### config.mk
export PLATFORM = sky130hd
export DESIGN_NAME = vga_scan_mixer_flat
export DESIGN_NICKNAME = d
export VERILOG_FILES = /design/src/rtl/meikyuu_vga_pkg.sv /design/src/rtl/vga_scan_mixer_if.sv /design/src/rtl/vga_raster_counter.sv /design/src/rtl/vga_scan_mixer.sv /design/src/flat_wrapper.sv
export SDC_FILE = /design/constraint.sdc
export NUM_CORES = 1
export LEC_CHECK = 0
export CAP_MARGIN = 30
export CORE_ASPECT_RATIO = 1.25
export CORE_UTILIZATION = 45
export CTS_BUF_LIST = sky130_fd_sc_hd__clkbuf_2
export CTS_CLUSTER_DIAMETER = 60
export DETAILED_ROUTE_END_ITERATION = 10
export DONT_BUFFER_PORTS = 1
export SLEW_MARGIN = 20
export SYNTH_ARGS = -nofsm -noshare
export SYNTH_HDL_FRONTEND = slang
export SYNTH_SLANG_ARGS = --single-unit
### constraint.sdc
create_clock -name CLOCK_25 -period 5 [get_ports CLOCK_25]
set_clock_uncertainty 0.15 [all_clocks]
set_input_delay 0.75 -clock CLOCK_25 [delete_from_list [all_inputs] [get_ports CLOCK_25]]
set_output_delay 0.75 -clock CLOCK_25 [all_outputs]
set_load 0.02 [all_outputs]
### src/rtl/meikyuu_vga_pkg.sv
// Shared 640x480@60 raster timing, mixer colours and collision FSM encoding.
// Bar helper exists only when VGA_TEST_PATTERN_EN is defined.
package meikyuu_vga_pkg;
  localparam int H_SYNC   = 96;
  localparam int H_BACK   = 48;
  localparam int H_ACTIVE = 640;
  localparam int H_FRONT  = 16;
  localparam int V_SYNC   = 2;
  localparam int V_BACK   = 33;
  localparam int V_ACTIVE = 480;
  localparam int V_FRONT  = 10;

  localparam int ACTIVE_X0 = H_SYNC + H_BACK;
  localparam int ACTIVE_Y0 = V_SYNC + V_BACK;

  typedef logic [23:0] rgb_t;

  localparam rgb_t PLAYER_RGB = 24'hFFD000;
  localparam rgb_t WALL_RGB   = 24'h3050C0;
  localparam rgb_t BG_RGB     = 24'h000000;

  typedef enum logic {
    SCAN  = 1'b0,
    LATCH = 1'b1
  } coll_state_e;

`ifdef VGA_TEST_PATTERN_EN
  localparam int BAR_W = 80;

  function automatic rgb_t bar_rgb(logic [9:0] xoff);
    logic [2:0] idx;
    idx = 3'(xoff / 10'(BAR_W));
    return {{8{idx[2]}}, {8{idx[1]}}, {8{idx[0]}}};
  endfunction
`endif
endpackage

### src/rtl/vga_scan_mixer_if.sv
// Scan bus between the raster/mixer and the sprite blocks plus the VGA pins.
// test_mode exists only when VGA_TEST_PATTERN_EN is defined.
interface vga_scan_mixer_if;
  logic       player_draw;
  logic       wall_draw;
  logic [9:0] h_counter;
  logic [9:0] v_counter;
  logic       vga_hs;
  logic       vga_vs;
  logic       vga_blank_n;
  logic       vga_sync_n;
  logic [7:0] vga_r;
  logic [7:0] vga_g;
  logic [7:0] vga_b;
  logic       frame_end;
  logic       collision;
`ifdef VGA_TEST_PATTERN_EN
  logic       test_mode;
`endif

  modport master (
`ifdef VGA_TEST_PATTERN_EN
    input  test_mode,
`endif
    input  player_draw, wall_draw,
    output h_counter, v_counter,
    output vga_hs, vga_vs,
    output vga_blank_n, vga_sync_n,
    output vga_r, vga_g, vga_b,
    output frame_end, collision
  );

  modport slave (
`ifdef VGA_TEST_PATTERN_EN
    output test_mode,
`endif
    output player_draw, wall_draw,
    input  h_counter, v_counter,
    input  vga_hs, vga_vs,
    input  vga_blank_n, vga_sync_n,
    input  vga_r, vga_g, vga_b,
    input  frame_end, collision
  );
endinterface

### src/rtl/vga_raster_counter.sv
// Registered h/v raster counters with wrap, active-window and sync decode.
module vga_raster_counter
  import meikyuu_vga_pkg::*;
#(
  parameter int H_SYNC_W  = H_SYNC,
  parameter int H_BACK_W  = H_BACK,
  parameter int H_ACT_W   = H_ACTIVE,
  parameter int H_FRONT_W = H_FRONT,
  parameter int V_SYNC_W  = V_SYNC,
  parameter int V_BACK_W  = V_BACK,
  parameter int V_ACT_W   = V_ACTIVE,
  parameter int V_FRONT_W = V_FRONT
) (
  input  logic       clk,
  input  logic       rst,
  output logic [9:0] h,
  output logic [9:0] v,
  output logic       active,
  output logic       in_hsync,
  output logic       in_vsync,
  output logic       frame_last
);
  localparam int HT = H_SYNC_W + H_BACK_W + H_ACT_W + H_FRONT_W;
  localparam int VT = V_SYNC_W + V_BACK_W + V_ACT_W + V_FRONT_W;

  localparam logic [9:0] H_LAST = 10'(HT - 1);
  localparam logic [9:0] V_LAST = 10'(VT - 1);
  localparam logic [9:0] X0 = 10'(H_SYNC_W + H_BACK_W);
  localparam logic [9:0] X1 = 10'(H_SYNC_W + H_BACK_W + H_ACT_W - 1);
  localparam logic [9:0] Y0 = 10'(V_SYNC_W + V_BACK_W);
  localparam logic [9:0] Y1 = 10'(V_SYNC_W + V_BACK_W + V_ACT_W - 1);

  logic line_last;

  assign line_last  = (h == H_LAST);
  assign frame_last = line_last && (v == V_LAST);

  always_ff @(posedge clk or posedge rst) begin
    if (rst) begin
      h <= '0;
      v <= '0;
    end else if (line_last) begin
      h <= '0;
      v <= frame_last ? '0 : v + 10'd1;
    end else begin
      h <= h + 10'd1;
    end
  end

  assign active = (h >= X0) && (h <= X1) &&
                  (v >= Y0) && (v <= Y1);

  assign in_hsync = (h < 10'(H_SYNC_W));
  assign in_vsync = (v < 10'(V_SYNC_W));
endmodule

### src/rtl/vga_scan_mixer.sv
// VGA raster, one-stage colour/sync mixer and per-frame collision latch.
// Optional VGA_TEST_PATTERN_EN adds test_mode colour bars.
module vga_scan_mixer
  import meikyuu_vga_pkg::*;
#(
  parameter int H_SYNC_W  = H_SYNC,
  parameter int H_BACK_W  = H_BACK,
  parameter int H_ACT_W   = H_ACTIVE,
  parameter int H_FRONT_W = H_FRONT,
  parameter int V_SYNC_W  = V_SYNC,
  parameter int V_BACK_W  = V_BACK,
  parameter int V_ACT_W   = V_ACTIVE,
  parameter int V_FRONT_W = V_FRONT
) (
  input logic             CLOCK_25,
  input logic             reset,
  vga_scan_mixer_if.master bus
);
  logic [9:0] h;
  logic [9:0] v;
  logic       active;
  logic       in_hsync;
  logic       in_vsync;
  logic       frame_last;

  vga_raster_counter #(
    .H_SYNC_W (H_SYNC_W),
    .H_BACK_W (H_BACK_W),
    .H_ACT_W  (H_ACT_W),
    .H_FRONT_W(H_FRONT_W),
    .V_SYNC_W (V_SYNC_W),
    .V_BACK_W (V_BACK_W),
    .V_ACT_W  (V_ACT_W),
    .V_FRONT_W(V_FRONT_W)
  ) u_raster (
    .clk       (CLOCK_25),
    .rst       (reset),
    .h         (h),
    .v         (v),
    .active    (active),
    .in_hsync  (in_hsync),
    .in_vsync  (in_vsync),
    .frame_last(frame_last)
  );

  assign bus.h_counter = h;
  assign bus.v_counter = v;

  rgb_t pix;
  rgb_t rgb_q;
  logic hs_q;
  logic vs_q;
  logic blank_n_q;

  // Out-of-window draw flags are sprite garbage and must never colour a pixel
  always_comb begin
    pix = BG_RGB;
    if (!active)
      pix = '0;
`ifdef VGA_TEST_PATTERN_EN
    else if (bus.test_mode)
      pix = bar_rgb(h - 10'(H_SYNC_W + H_BACK_W));
`endif
    else if (bus.player_draw)
      pix = PLAYER_RGB;
    else if (bus.wall_draw)
      pix = WALL_RGB;
  end

  always_ff @(posedge CLOCK_25 or posedge reset) begin
    if (reset) begin
      hs_q      <= 1'b1;
      vs_q      <= 1'b1;
      blank_n_q <= 1'b0;
      rgb_q     <= '0;
    end else begin
      hs_q      <= ~in_hsync;
      vs_q      <= ~in_vsync;
      blank_n_q <= active;
      rgb_q     <= pix;
    end
  end

  assign bus.vga_hs      = hs_q;
  assign bus.vga_vs      = vs_q;
  assign bus.vga_blank_n = blank_n_q;
  assign bus.vga_sync_n  = 1'b0;
  assign bus.vga_r       = rgb_q[23:16];
  assign bus.vga_g       = rgb_q[15:8];
  assign bus.vga_b       = rgb_q[7:0];

  coll_state_e state_q, state_d;
  logic        hit_q, hit_d;
  logic        coll_q, coll_d;
  logic        fe_q, fe_d;

  always_ff @(posedge CLOCK_25 or posedge reset) begin
    if (reset) begin
      state_q <= SCAN;
      hit_q   <= 1'b0;
      coll_q  <= 1'b0;
      fe_q    <= 1'b0;
    end else begin
      state_q <= state_d;
      hit_q   <= hit_d;
      coll_q  <= coll_d;
      fe_q    <= fe_d;
    end
  end

  always_comb begin
    state_d = state_q;
    hit_d   = hit_q;
    coll_d  = coll_q;
    fe_d    = 1'b0;
    unique case (state_q)
      SCAN: begin
        hit_d = hit_q | (bus.player_draw & bus.wall_draw & active);
        if (frame_last)
          state_d = LATCH;
      end
      LATCH: begin
        coll_d  = hit_q;
        fe_d    = 1'b1;
        hit_d   = 1'b0;
        state_d = SCAN;
      end
      default: state_d = SCAN;
    endcase
  end

  assign bus.collision = coll_q;
  assign bus.frame_end = fe_q;
endmodule

### src/flat_wrapper.sv
// flat-port wrapper written by rule: the top's interface ports become plain ports
module vga_scan_mixer_flat import meikyuu_vga_pkg::*;
#(
  parameter int H_SYNC_W  = H_SYNC,
  parameter int H_BACK_W  = H_BACK,
  parameter int H_ACT_W   = H_ACTIVE,
  parameter int H_FRONT_W = H_FRONT,
  parameter int V_SYNC_W  = V_SYNC,
  parameter int V_BACK_W  = V_BACK,
  parameter int V_ACT_W   = V_ACTIVE,
  parameter int V_FRONT_W = V_FRONT
)
  (CLOCK_25, reset, bus_player_draw, bus_wall_draw, bus_h_counter, bus_v_counter, bus_vga_hs, bus_vga_vs, bus_vga_blank_n, bus_vga_sync_n, bus_vga_r, bus_vga_g, bus_vga_b, bus_frame_end, bus_collision);
  vga_scan_mixer_if bus_i ();
  input logic CLOCK_25;
  input logic reset;
  input wire logic [$bits(bus_i.player_draw)-1:0] bus_player_draw;
  input wire logic [$bits(bus_i.wall_draw)-1:0] bus_wall_draw;
  output wire logic [$bits(bus_i.h_counter)-1:0] bus_h_counter;
  output wire logic [$bits(bus_i.v_counter)-1:0] bus_v_counter;
  output wire logic [$bits(bus_i.vga_hs)-1:0] bus_vga_hs;
  output wire logic [$bits(bus_i.vga_vs)-1:0] bus_vga_vs;
  output wire logic [$bits(bus_i.vga_blank_n)-1:0] bus_vga_blank_n;
  output wire logic [$bits(bus_i.vga_sync_n)-1:0] bus_vga_sync_n;
  output wire logic [$bits(bus_i.vga_r)-1:0] bus_vga_r;
  output wire logic [$bits(bus_i.vga_g)-1:0] bus_vga_g;
  output wire logic [$bits(bus_i.vga_b)-1:0] bus_vga_b;
  output wire logic [$bits(bus_i.frame_end)-1:0] bus_frame_end;
  output wire logic [$bits(bus_i.collision)-1:0] bus_collision;
  assign bus_i.player_draw = bus_player_draw;
  assign bus_i.wall_draw = bus_wall_draw;
  assign bus_h_counter = bus_i.h_counter;
  assign bus_v_counter = bus_i.v_counter;
  assign bus_vga_hs = bus_i.vga_hs;
  assign bus_vga_vs = bus_i.vga_vs;
  assign bus_vga_blank_n = bus_i.vga_blank_n;
  assign bus_vga_sync_n = bus_i.vga_sync_n;
  assign bus_vga_r = bus_i.vga_r;
  assign bus_vga_g = bus_i.vga_g;
  assign bus_vga_b = bus_i.vga_b;
  assign bus_frame_end = bus_i.frame_end;
  assign bus_collision = bus_i.collision;
  vga_scan_mixer #(.H_SYNC_W(H_SYNC_W), .H_BACK_W(H_BACK_W), .H_ACT_W(H_ACT_W), .H_FRONT_W(H_FRONT_W), .V_SYNC_W(V_SYNC_W), .V_BACK_W(V_BACK_W), .V_ACT_W(V_ACT_W), .V_FRONT_W(V_FRONT_W)) u_core (.CLOCK_25(CLOCK_25), .reset(reset), .bus(bus_i));
endmodule
==> impl_metrics.ini <==
[status]
outcome = complete, no violations

[route]
routed_wl_um = 2940
firstDrtPassIters = 5
wire_per_inst_um = 14.2
detail-route-antenna-nets = 0
drt-initial-drc-count = 49
viasPerCell = 5.54
vias = 1147
drc = 0

[min_path]
min_path_type = input pin to asynchronous set/reset pin

[sta]
max_freq_mhz = 466
max_slew_margin_pct = 53.6
hold_viol = 0
setup_viol = 0
min_period_ns = 2.14
rsz0062_at_grt = no
slew_violations = 0
worst_pin_slew_ns = 0.696
fin_setup_tns_ns = 0
period_share_pct = 42.9

[floorplanning]
die_h_um = 70.0
fp.dieW_um = 56.4
rows = 24
die_area_sq_mm = 0.00395
core_area_sq_mm = 0.00351
ios = 54
initial_core_util_pct = 47.4

[clock_tree]
cts_max_path_buffers = 2
clk_pin_slew_ns = 0.17
numCtsBuffers = 5
clk_latency_ns = 0.37
tritoncts = done
cts-hold-fix-buffers = 0
cts_resized = 0
cts.sinks = 30
cts_setup_buffers = 0
root_buffer = clkbuf_2
h-tree-depth = 2

[setup_path]
path_class = flip-flop to flip-flop
cp_cell_sequence = ha_1, and4_1, nand4_1, o21ai_0, o31ai_1
cp_max_fo = 10
rr_worst_depth = 5
path_delay_family = simple AND/OR/NAND/NOR gates
worstPathBufferInverterCount = 0
cp-end-kind = flip-flop
critPathSlowestCell = dfrtp_1
required_ns = 5.11
crit_arrival_ns = 2.26
crit_path_max_incr_delay_ns = 0.54
cp-start-kind = flip-flop
cp.depth = 5

[final_layout]
fin_nets = 176
instances_no_fill = 207
final_common_cell = dfrtp_1
mostFrequentLayoutCells = 28 x dfrtp_1, 13 x inv_1, 12 x conb_1
syn2layout_area_growth_pct = -2.48
drive_gt1_share_pct = 9.52
diodes = 0

[synthesis]
synth_edf_count = 0
ys_types = 36
netlist_area_sq_mm = 0.00167
yosysWarnings = 0
ys_ff_latch = 30
avgSynthCellArea_sq_um = 9.57
yosysTopAreaCell = dfrtp_1
synth_top_area_share_pct = 42.1
synthTopCellsByArea = dfrtp_1 42%, buf_4 10%, ha_1 3.8%
seq_area_frac_synth_pct = 45.2
async_flop_share_pct = 100
netlist_instances = 174
yosys_most_used_dff = dfrtp_1

[job]
cap_violations = 0

[grt]
globalRoute.totalOverflow = 0
antenna_found_initial = 0
grt_pass1_wl_um = 4910
grt_pass1_vias = 1070
globalRouteTotalUtil_pct = 16.3
grt_max_degree = 20

[pwr]
p_sw_mw = 0.100
peakVddDrop_mv = 0.163
pwr-share-seq_pct = 64.6
power_frac_comb_pct = 3.7
swShare_pct = 26.7
internal_power_mw = 0.276
clkPwrFrac_pct = 31.7
power_density_mw_per_mm2 = 232
power_leakage_nw = 0.763

[place]
gp_congestion = 0.835
place_inst = 199
dp.final_hpwl_um = 2180
portBuffers = 0
-- worst register-to-register path: stages, from the launching register on --
cell and delay, ns:
dfrtp_1 0.54, ha_1 0.26, and4_1 0.31, nand4_1 0.37, o21ai_0 0.31, o31ai_1 0.10
-- power groups by stage --
| stage | Clock [mW] | Sequential (mW) | Combinational [mW] |
|---|---|---|---|
| 6_report | 0.119 | 0.243 | 0.0141 |
| 5_1_grt | 0.136 | 0.243 | 0.0158 |
| 4_1_cts | 0.123 | 0.243 | 0.0143 |
| 3_5_place_dp | 0 | 0.247 | 0.0144 |
| 3_3_place_gp | 0 | 0.247 | 0.0140 |
| 2_1_floorplan | 0 | 0.247 | 0.0193 |
-- final timing paths --
check	startpoint	endpoint	slack, ns
min in group CLOCK_25	bus_player_draw	u_core.rgb_q[7]	0.26
hold reg to reg	u_core.state_q	u_core.bus.frame_end	0.33
max in group asynchronous	reset	u_core.bus.vga_vs	3.94
setup / recovery	u_core.u_raster.h[0]	u_core.u_raster.v[4]	2.86
hold / removal	reset	u_core.u_raster.h[8]	0.09
setup reg to reg	u_core.u_raster.h[0]	u_core.u_raster.v[4]	2.86
-- logic make-up after synthesis --
group	synth area share, %
AO/OA/AOI/OAI	8.11
XOR/XNOR	5.26
AND/OR/NAND/NOR	22.5
adder cells (fa/ha/maj)	3.76
multiplexers	0.676
other	0.225
flip-flops	45.2
buffers and inverters	14.2
-- Yosys cell counts (2+ instances only) --
cell      number
dfrtp_1       28
xor2_1         7
nand4_1        5
nand2b_1       3
nor3_1         5
xnor2_1        3
and3_1         4
dfstp_2        2
or3_1          4
a21oi_1        3
o21ai_0        7
buf_4         23
inv_1         13
nand2_1       11
and4_1         2
and2_1         3
ha_1           5
nand3_1        8
o22ai_1        2
and4b_1        2
a31oi_1        5
clkbuf_1       4
nor2_1        11
o31ai_1        2
-- per-stage QoR --
step	utilization (%)	hold WS [ns]	cell area, sq um	worst slack (ns)	power [mW]
after floorplan	-	0.264	1710	3.06	0.267
after global placement	45.0	0.304	1580	2.91	0.261
after detailed placement	45.0	0.299	1580	2.88	0.262
after CTS	46.2	0.0859	1620	2.86	0.381
after global routing	46.2	0.0851	1620	2.70	0.395
final	46.2	0.0868	1620	2.86	0.376
-- per-layer routing --
| metal | GRT usage (%) | up-vias | share of wire [%] |
|---|---|---|---|
| li1 | - | 549 | - |
| met1 | 20.3 | 546 | 43 |
| met2 | 24.3 | 45 | 47 |
| met3 | 6.48 | 7 | 7.4 |
| met4 | 8.13 | 0 | 2.1 |
| met5 | 0 | - | 0 |
-- area by class of cell --
class / count / area, sq um
fillers: 351 / 1890
well taps: 39 / 48.8
clock inverters: 3 / 16.3
flip-flops and latches: 30 / 753
multi-input cells: 115 / 717
inverters: 13 / 48.8
repair buffers: 2 / 15.0
clock buffers: 5 / 25.0
-- state kept, by name, summed over array words and instances (netlist names) --
signal and cells:
u_core.u_raster.h 10, u_core.hit_q 1, u_core.state_q 1, u_core.bus.frame_end 1, u_core.bus.vga_vs 1, u_core.bus.collision 1
u_core.rgb_q 3, u_core.bus.vga_blank_n 1, u_core.bus.vga_hs 1, u_core.u_raster.v 10
No activity file was read; power rests on OpenSTA's default activity.
